`src/rtl/fifo_param_pkg.sv`:
```
// Shared sizing constants for the synchronous FIFO and its read-side drain.
package fifo_param_pkg;
  localparam int FIFO_WIDTH         = 32;
  localparam int SKID_DEPTH_DEFAULT = 4;
  localparam int CNT_W_DEFAULT      = 16;
endpackage

```
`src/rtl/fifo_rd_drain_if.sv`:
```
// Valid/ready stream from the read drain to a downstream consumer that may stall.
interface fifo_rd_drain_if
  import fifo_param_pkg::*;
#(
  parameter int W = FIFO_WIDTH
) ();
  logic         out_valid;
  logic [W-1:0] out_data;
  logic         out_ready;

  modport master (output out_valid, output out_data, input out_ready);
  modport slave  (input out_valid, input out_data, output out_ready);
endinterface

```
`src/rtl/fifo_rd_skid.sv`:
```
// Ordered circular skid buffer; absorbs words already popped from the FIFO.
module fifo_rd_skid #(
  parameter int W     = 32,
  parameter int DEPTH = 4
) (
  input  logic                     CLK,
  input  logic                     RST,
  input  logic                     push,
  input  logic [W-1:0]             push_data,
  input  logic                     pop,
  output logic                     out_valid,
  output logic [W-1:0]             out_data,
  output logic [$clog2(DEPTH):0]   occ
);
  localparam int IDX_W = $clog2(DEPTH);

  logic [W-1:0]     mem_r [DEPTH];
  logic [IDX_W-1:0] wr_idx_r;
  logic [IDX_W-1:0] rd_idx_r;
  logic [IDX_W:0]   occ_r;

  // Storage, indices and occupancy; indices wrap by natural overflow.
  always_ff @(posedge CLK) begin
    if (RST) begin
      wr_idx_r <= '0;
      rd_idx_r <= '0;
      occ_r    <= '0;
      for (int i = 0; i < DEPTH; i++) begin
        mem_r[i] <= '0;
      end
    end else begin
      if (push) begin
        mem_r[wr_idx_r] <= push_data;
        wr_idx_r        <= wr_idx_r + IDX_W'(1);
      end else begin
        wr_idx_r <= wr_idx_r;
      end
      if (pop) begin
        rd_idx_r <= rd_idx_r + IDX_W'(1);
      end else begin
        rd_idx_r <= rd_idx_r;
      end
      case ({push, pop})
        2'b10:   occ_r <= occ_r + (IDX_W + 1)'(1);
        2'b01:   occ_r <= occ_r - (IDX_W + 1)'(1);
        default: occ_r <= occ_r;
      endcase
    end
  end

  assign out_valid = (occ_r != (IDX_W + 1)'(0));
  assign out_data  = mem_r[rd_idx_r];
  assign occ       = occ_r;
endmodule

```
`src/rtl/fifo_rd_drain.sv`:
```
// Read-side controller: issues FIFO reads, hides the one-cycle read latency in
// a skid buffer, streams words downstream and keeps delivery/underrun stats.
module fifo_rd_drain #(
  parameter int FIFO_WIDTH = fifo_param_pkg::FIFO_WIDTH,
  parameter int SKID_DEPTH = fifo_param_pkg::SKID_DEPTH_DEFAULT,
  parameter int CNT_W      = fifo_param_pkg::CNT_W_DEFAULT
) (
  input  logic                  CLK,
  input  logic                  RST,
  input  logic                  en,
  output logic                  fifo_rd_en,
  input  logic [FIFO_WIDTH-1:0] fifo_rd_data,
  input  logic                  fifo_empty,
  input  logic                  fifo_rd_err,
  fifo_rd_drain_if.master       out_if,
  output logic                  idle,
  output logic [CNT_W-1:0]      pop_count,
  output logic [CNT_W-1:0]      underrun_count
);
  localparam int IDX_W = $clog2(SKID_DEPTH);

  logic                  inflight_r;
  logic [CNT_W-1:0]      pop_count_r;
  logic [CNT_W-1:0]      underrun_count_r;
  logic [IDX_W:0]        occ_s;
  logic [IDX_W:0]        level_s;
  logic                  push_s;
  logic                  pop_s;
  logic                  skid_valid_s;
  logic [FIFO_WIDTH-1:0] skid_data_s;

  // Every in-flight read already owns a slot, so the level counts it as occupied.
  assign level_s = occ_s + {{IDX_W{1'b0}}, inflight_r};
  assign push_s  = inflight_r && !fifo_rd_err;
  assign pop_s   = skid_valid_s && out_if.out_ready;

  // Read issue: registered state and the FIFO empty flag only, never out_ready.
  always_comb begin
    fifo_rd_en = 1'b0;
    if (!RST && en && !fifo_empty && (level_s < (IDX_W + 1)'(SKID_DEPTH))) begin
      fifo_rd_en = 1'b1;
    end else begin
      fifo_rd_en = 1'b0;
    end
  end

  // In-flight tracking and saturating statistics.
  always_ff @(posedge CLK) begin
    if (RST) begin
      inflight_r       <= 1'b0;
      pop_count_r      <= '0;
      underrun_count_r <= '0;
    end else begin
      inflight_r <= fifo_rd_en;
      if (pop_s && (pop_count_r != {CNT_W{1'b1}})) begin
        pop_count_r <= pop_count_r + CNT_W'(1);
      end else begin
        pop_count_r <= pop_count_r;
      end
      if (inflight_r && fifo_rd_err && (underrun_count_r != {CNT_W{1'b1}})) begin
        underrun_count_r <= underrun_count_r + CNT_W'(1);
      end else begin
        underrun_count_r <= underrun_count_r;
      end
    end
  end

  fifo_rd_skid #(
    .W     (FIFO_WIDTH),
    .DEPTH (SKID_DEPTH)
  ) u_skid (
    .CLK       (CLK),
    .RST       (RST),
    .push      (push_s),
    .push_data (fifo_rd_data),
    .pop       (pop_s),
    .out_valid (skid_valid_s),
    .out_data  (skid_data_s),
    .occ       (occ_s)
  );

  assign out_if.out_valid = skid_valid_s;
  assign out_if.out_data  = skid_data_s;
  assign idle             = (occ_s == (IDX_W + 1)'(0)) && !inflight_r;
  assign pop_count        = pop_count_r;
  assign underrun_count   = underrun_count_r;
endmodule

```
`src/flat_wrapper.sv`:
```
// flat-port wrapper written by rule: the top's interface ports become plain ports
module fifo_rd_drain_flat 
#(
  parameter int FIFO_WIDTH = fifo_param_pkg::FIFO_WIDTH,
  parameter int SKID_DEPTH = fifo_param_pkg::SKID_DEPTH_DEFAULT,
  parameter int CNT_W      = fifo_param_pkg::CNT_W_DEFAULT
)
  (CLK, RST, en, fifo_rd_en, fifo_rd_data, fifo_empty, fifo_rd_err, idle, pop_count, underrun_count, out_if_out_valid, out_if_out_data, out_if_out_ready);
  fifo_rd_drain_if #(.W((32))) out_if_i ();
  input  logic CLK;
  input  logic RST;
  input  logic en;
  output logic fifo_rd_en;
  input  logic [FIFO_WIDTH-1:0] fifo_rd_data;
  input  logic fifo_empty;
  input  logic fifo_rd_err;
  output logic idle;
  output logic [CNT_W-1:0] pop_count;
  output logic [CNT_W-1:0] underrun_count;
  output wire logic [$bits(out_if_i.out_valid)-1:0] out_if_out_valid;
  output wire logic [$bits(out_if_i.out_data)-1:0] out_if_out_data;
  input wire logic [$bits(out_if_i.out_ready)-1:0] out_if_out_ready;
  assign out_if_out_valid = out_if_i.out_valid;
  assign out_if_out_data = out_if_i.out_data;
  assign out_if_i.out_ready = out_if_out_ready;
  fifo_rd_drain #(.FIFO_WIDTH(FIFO_WIDTH), .SKID_DEPTH(SKID_DEPTH), .CNT_W(CNT_W)) u_core (.CLK(CLK), .RST(RST), .en(en), .fifo_rd_en(fifo_rd_en), .fifo_rd_data(fifo_rd_data), .fifo_empty(fifo_empty), .fifo_rd_err(fifo_rd_err), .out_if(out_if_i), .idle(idle), .pop_count(pop_count), .underrun_count(underrun_count));
endmodule
```
`config.mk`:
```
export PLATFORM = sky130hd
export DESIGN_NAME = fifo_rd_drain_flat
export DESIGN_NICKNAME = d
export VERILOG_FILES = /design/src/rtl/fifo_param_pkg.sv /design/src/rtl/fifo_rd_drain_if.sv /design/src/rtl/fifo_rd_skid.sv /design/src/rtl/fifo_rd_drain.sv /design/src/flat_wrapper.sv
export SDC_FILE = /design/constraint.sdc
export NUM_CORES = 1
export LEC_CHECK = 0
export ABC_AREA = 1
export BUFFER_PORTS_ARGS = -buffer_cell sky130_fd_sc_hd__buf_4
export CAP_MARGIN = 25
export CELL_PAD_IN_SITES_DETAIL_PLACEMENT = 1
export CELL_PAD_IN_SITES_GLOBAL_PLACEMENT = 1
export CORE_ASPECT_RATIO = 1.2
export CORE_UTILIZATION = 35
export CTS_CLUSTER_DIAMETER = 80
export DETAILED_ROUTE_END_ITERATION = 8
export PLACE_DENSITY_LB_ADDON = 0.3
export REMOVE_ABC_BUFFERS = 1
export SETUP_SLACK_MARGIN = 0.15
export SLEW_MARGIN = 20
export SYNTH_ARGS = -nofsm -noshare
export SYNTH_HDL_FRONTEND = slang
export SYNTH_SLANG_ARGS = --single-unit
```
`constraint.sdc`:
```
create_clock -name CLK -period 7.9 [get_ports CLK]
set_clock_uncertainty 0.1 [all_clocks]
set_input_delay 1.58 -clock CLK [delete_from_list [all_inputs] [get_ports CLK]]
set_output_delay 1.58 -clock CLK [all_outputs]
set_load 0.01 [all_outputs]
```
# After elaboration in Yosys (flattened, before gate mapping)
# Memories as Yosys holds them, arrays and structs flattened. A register that Yosys moved wholly into a read port is not among the register bits.
# Index checks and enable logic that the tools add are counted.
[classes] n_addsub=7 n_lt_le_gt_ge=1 n_eq_ne=4 muxes=12 n_reduce_logical=17
[ops] cell="$add A16 B1 Y16 const B" count=2
[ops] cell="$mux W32" count=1
[ops] cell="$ne A16 B16 Y1 const B" count=2
[ops] cell="$reduce_or A32 Y1" count=1
[ops] cell="$logic_and A1 B1 Y1" count=9
[ops] cell="$mux W1" count=7
[ops] cell="$mux W2" count=3
[ops] cell="$pmux W3 S2" count=1
[ops] cell="$add A2 B1 Y2 const B" count=2
[ops] cell="$logic_not A1 Y1" count=4
[ops] cell="$add A3 B1 Y3" count=1
[ops] cell="$add A3 B1 Y3 const B" count=1
[ops] cell="$logic_not A3 Y1" count=1
[ops] cell="$lt A3 B3 Y1 const B" count=1
[ops] cell="$reduce_bool A3 Y1" count=1
[ops] cell="$sub A3 B1 Y3 const B" count=1
[ops] cell="$eq A2 B1 Y1 const B" count=1
[ops] cell="$eq A2 B2 Y1 const B" count=1
[ops] cell="$reduce_bool A2 Y1" count=1
[totals] reg_bits=40 ramBits=128 output_inout_bits=67 word_cells=48 n_memories=1
[mem_list] name="u_core.u_skid.mem_r" depth=4 word_bits=32 rd=1 rd_clocked_by_memory_dff=1 wr=4 line_no="fifo_rd_skid.sv:17" text="logic [W-1:0] mem_r [DEPTH];"

# Depth between registers and ports, before layout
[depth] ltp_word=7 ltp_mapped=10

# Modules after synthesis
# A second synthesis with hierarchy kept.
[hier_totals] cells_unflattened=888 hier_area_um2=7881.3
[modules_own_cells] mod="fifo_rd_skid" n_inst=1 cells_each=568 area_per_inst_um2=5874.4 seq_area_each_um2=4023.9
[modules_own_cells] mod="fifo_rd_drain" n_inst=1 cells_each=320 area_per_inst_um2=2006.9 seq_area_each_um2=660.6

# Worst setup path before layout
# OpenSTA, ideal clock, no wires.
[synth_timing] path_type="input port to flip-flop" from="in fifo_rd_err" to="mem u_core.u_skid.mem_r[3][0], enable pin" setup_ns=0.470 arrival_ns=4.198 t_required_ns=7.330 slack_ns=3.132 path_stages=3 n_path_buf=0 path_cell_list="nor2_4 inv_2 o31ai_1"
[synth_rtl] element="from (decl)" line_no="flat_wrapper.sv:16" text="input logic fifo_rd_err;"
[synth_rtl] element="to (decl)" line_no="fifo_rd_skid.sv:17"

==> results.toml <==
[sta]
relSlewSlack = 0.351
rsz0062_at_grt = "false"
finalCriticalPeriod_ns = 4.63
period_share = 0.586
hold_viol = 0
slew_viol_final = 0
setup-tns-final_ns = 0
worstMarginPinSlew_ns = 0.973
setup_violations = 0
fmax_mhz = 216

[final_layout]
fill_cells = 2592
antenna_cells = 0
layout.nets = 1020
drive_above_1_share = 0.236
finalNonFillerCells = 1269
postLayoutCellArea_mm2 = 0.00973
syn_to_final_growth_pct = 20.8

[die]
num_io_pins = 105
rows = 60
core_mm2 = 0.0225
start_util = 0.358
die_h_um = 168
die_width_um = 141
die-area_mm2 = 0.0236

[power]
p_leak_nw = 3.67
p_comb_frac = 0.185
p_seq_frac = 0.447
p_int_mw = 1.63
p_per_area_mw_per_mm2 = 233
p_clk_frac = 0.368
p_sw_frac = 0.284
peakVddDrop_mv = 0.148
switching_power_mw = 0.645

[clock_tree]
root_buffer = "clkbuf_16"
cts_setup_buffers = 0
cts_buffer_depth = 2
ctsResizeCount = 0
clkSinkCount = 170
htreeDepth = 4
path_clk_slew_ns = 0.07
numCtsBuffers = 17
tritoncts = "yes"
hold_buffers = 0
insertion_delay_ns = 0.42

[global_routing]
antenna_found_initial = 0
grt_pass1_wl_um = 33300
grt_overflow = 0
grt_usage = 0.182
grt_pass1_vias = 6634
grt_max_degree = 66

[worst_hold_path]
hold_path.class = "register to register"

[yosys]
async_flop_share = 0
synth_warnings = 0
ys_ff_latch = 170
seq_area_frac_synth = 0.581
synth_cells = 880
syn_avg_cell_area_um2 = 9.16
synth_area_mm2 = 0.00806
synth-edff-count = 128
ys_types = 34
synth_top_flop_cell = "edfxtp_1"

[critical_path]
crit_chain = "buf_4 -> clkinv_1 -> buf_4 -> o21ai_0 -> o22ai_1 -> buf_4"
max_stage_delay_ns = 0.59
path_class = "register to primary output"
cp_max_fo = 65
cpMostUsedCell = "buf_4"
required_ns = 6.22
cp.arrival_ns = 2.95
startpoint_type = "register"
crit_path_top_delay_cell = "clkinv_1"
critPathCaptureType = "primary output"

[run]
max-cap-violations = 0

[route]
drt_first_pass_iters = 4
drc = 0
drt_iter0_markers = 188
post_drt_wl_per_cell_um = 16.1
ant_nets = 0
avgViaCountPerCell = 4.99
via_count = 6335
drt_wl_total_um = 20400

[placement]
placed_area_mm2 = 0.00915
portBuffers = 104
place_hpwl_um = 12700
gp_congestion = 0.776
placed_cells = 1238

[run_status]
outcome = "completed"
## final timing paths
path                              from                         end  slack, ns  cells past startpoint
max                           register         out_if_out_data[22]       3.27                      6
min reg2reg  u_core.u_skid.rd_idx_r[1]   u_core.u_skid.rd_idx_r[1]       0.37                      2
min          u_core.u_skid.rd_idx_r[1]   u_core.u_skid.rd_idx_r[1]       0.37                      2
max reg2reg          u_core.inflight_r  u_core.u_skid.mem_r[0][19]       4.89                      6
## worst max-delay path, delay by kind of cell (launching register included)
kind,cells,cell delay (ns)
buffers and inverters,4,1.77
DFF,1,0.31
AOI/OAI and AO/OA,2,0.40
## cells in the final DEF, fill, tap and decap left out, drive strengths merged, types with 29 or more instances in the layout
| master | count |
|---|---|
| a21oi | 31 |
| buf | 115 |
| dfxtp | 42 |
| edfxtp | 128 |
| inv | 108 |
| nand2 | 100 |
| nand3 | 29 |
| nor2 | 278 |
| o21ai | 79 |
| o22ai | 32 |
## cell type report
class                           count  area, um^2  share of cell area
Clock buffer                       17         425              0.0437
Clock inverter                     14         159              0.0163
Inverter                          104         392              0.0402
Multi-Input combinational cell    570        2850               0.293
Sequential cell                   170        4690               0.481
Tap cell                          279         349              0.0359
Timing Repair Buffer              115         871              0.0895
## per-stage QoR
step / power, mW / hold slack [ns] / util / setup WS [ns]
floorplan: 1.26 / 0.340 / - / 3.13
global placement: 1.45 / 0.350 / 0.406 / 3.53
detailed placement: 1.46 / 0.360 / 0.406 / 3.55
CTS: 2.30 / 0.373 / 0.432 / 3.21
global route: 2.37 / 0.411 / 0.432 / 3.01
finish: 2.27 / 0.367 / 0.432 / 3.27
## flip-flops by register name (all words and copies together), names as in the netlist, named ones only
register,flops
u_core.u_skid.occ,3
u_core.underrun_count,16
u_core.pop_count,16
u_core.u_skid.wr_idx_r,2
u_core.u_skid.mem_r,128
u_core.u_skid.rd_idx_r,2
u_core.inflight_r,1
## power groups by stage
stage          sequential, mW  combinational (mW)  clock (mW)
2_1_floorplan            1.05               0.209           0
3_3_place_gp             1.03               0.420           0
3_5_place_dp             1.03               0.427           0
4_1_cts                  1.01               0.428       0.857
5_1_grt                  1.02               0.463       0.891
6_report                 1.01               0.421       0.835
## cell usage after synthesis, types with 2 or more instances
cell        n  share of area
nor2_2      8         0.0062
ha_1        3         0.0047
edfxtp_1  128           0.48
inv_2      34          0.016
xor2_1      3         0.0033
buf_6       2         0.0028
o22ai_1    32          0.025
nand4_1     7         0.0054
nor2_1    236           0.11
o31ai_1     2         0.0019
buf_1       2        0.00093
nand3_1    28          0.017
nand2_1    96          0.045
dfxtp_1    42           0.10
nand2_2     3         0.0023
o21ai_0    78          0.048
clkbuf_1   23          0.011
inv_1      69          0.032
buf_2       8         0.0050
nor2_4     33          0.046
a21oi_1    30          0.019
## logic make-up after synthesis
group	Yosys count	share of synthesized area
compound gates	146	0.0988
xor+xnor	4	0.00435
fa+ha+maj	4	0.00714
buf+inv	140	0.0697
flops	170	0.581
simple gates	416	0.239
## layer usage
metal / up-vias / share of wire / GRT usage
met2: 121 / 0.51 / 0.330
met5: - / 0 / 0
li1: 3084 / - / -
met1: 3111 / 0.44 / 0.220
met3: 19 / 0.037 / 0.0316
met4: 0 / 0.013 / 0.0548
Note: power is estimated with default switching activity, not from simulation.
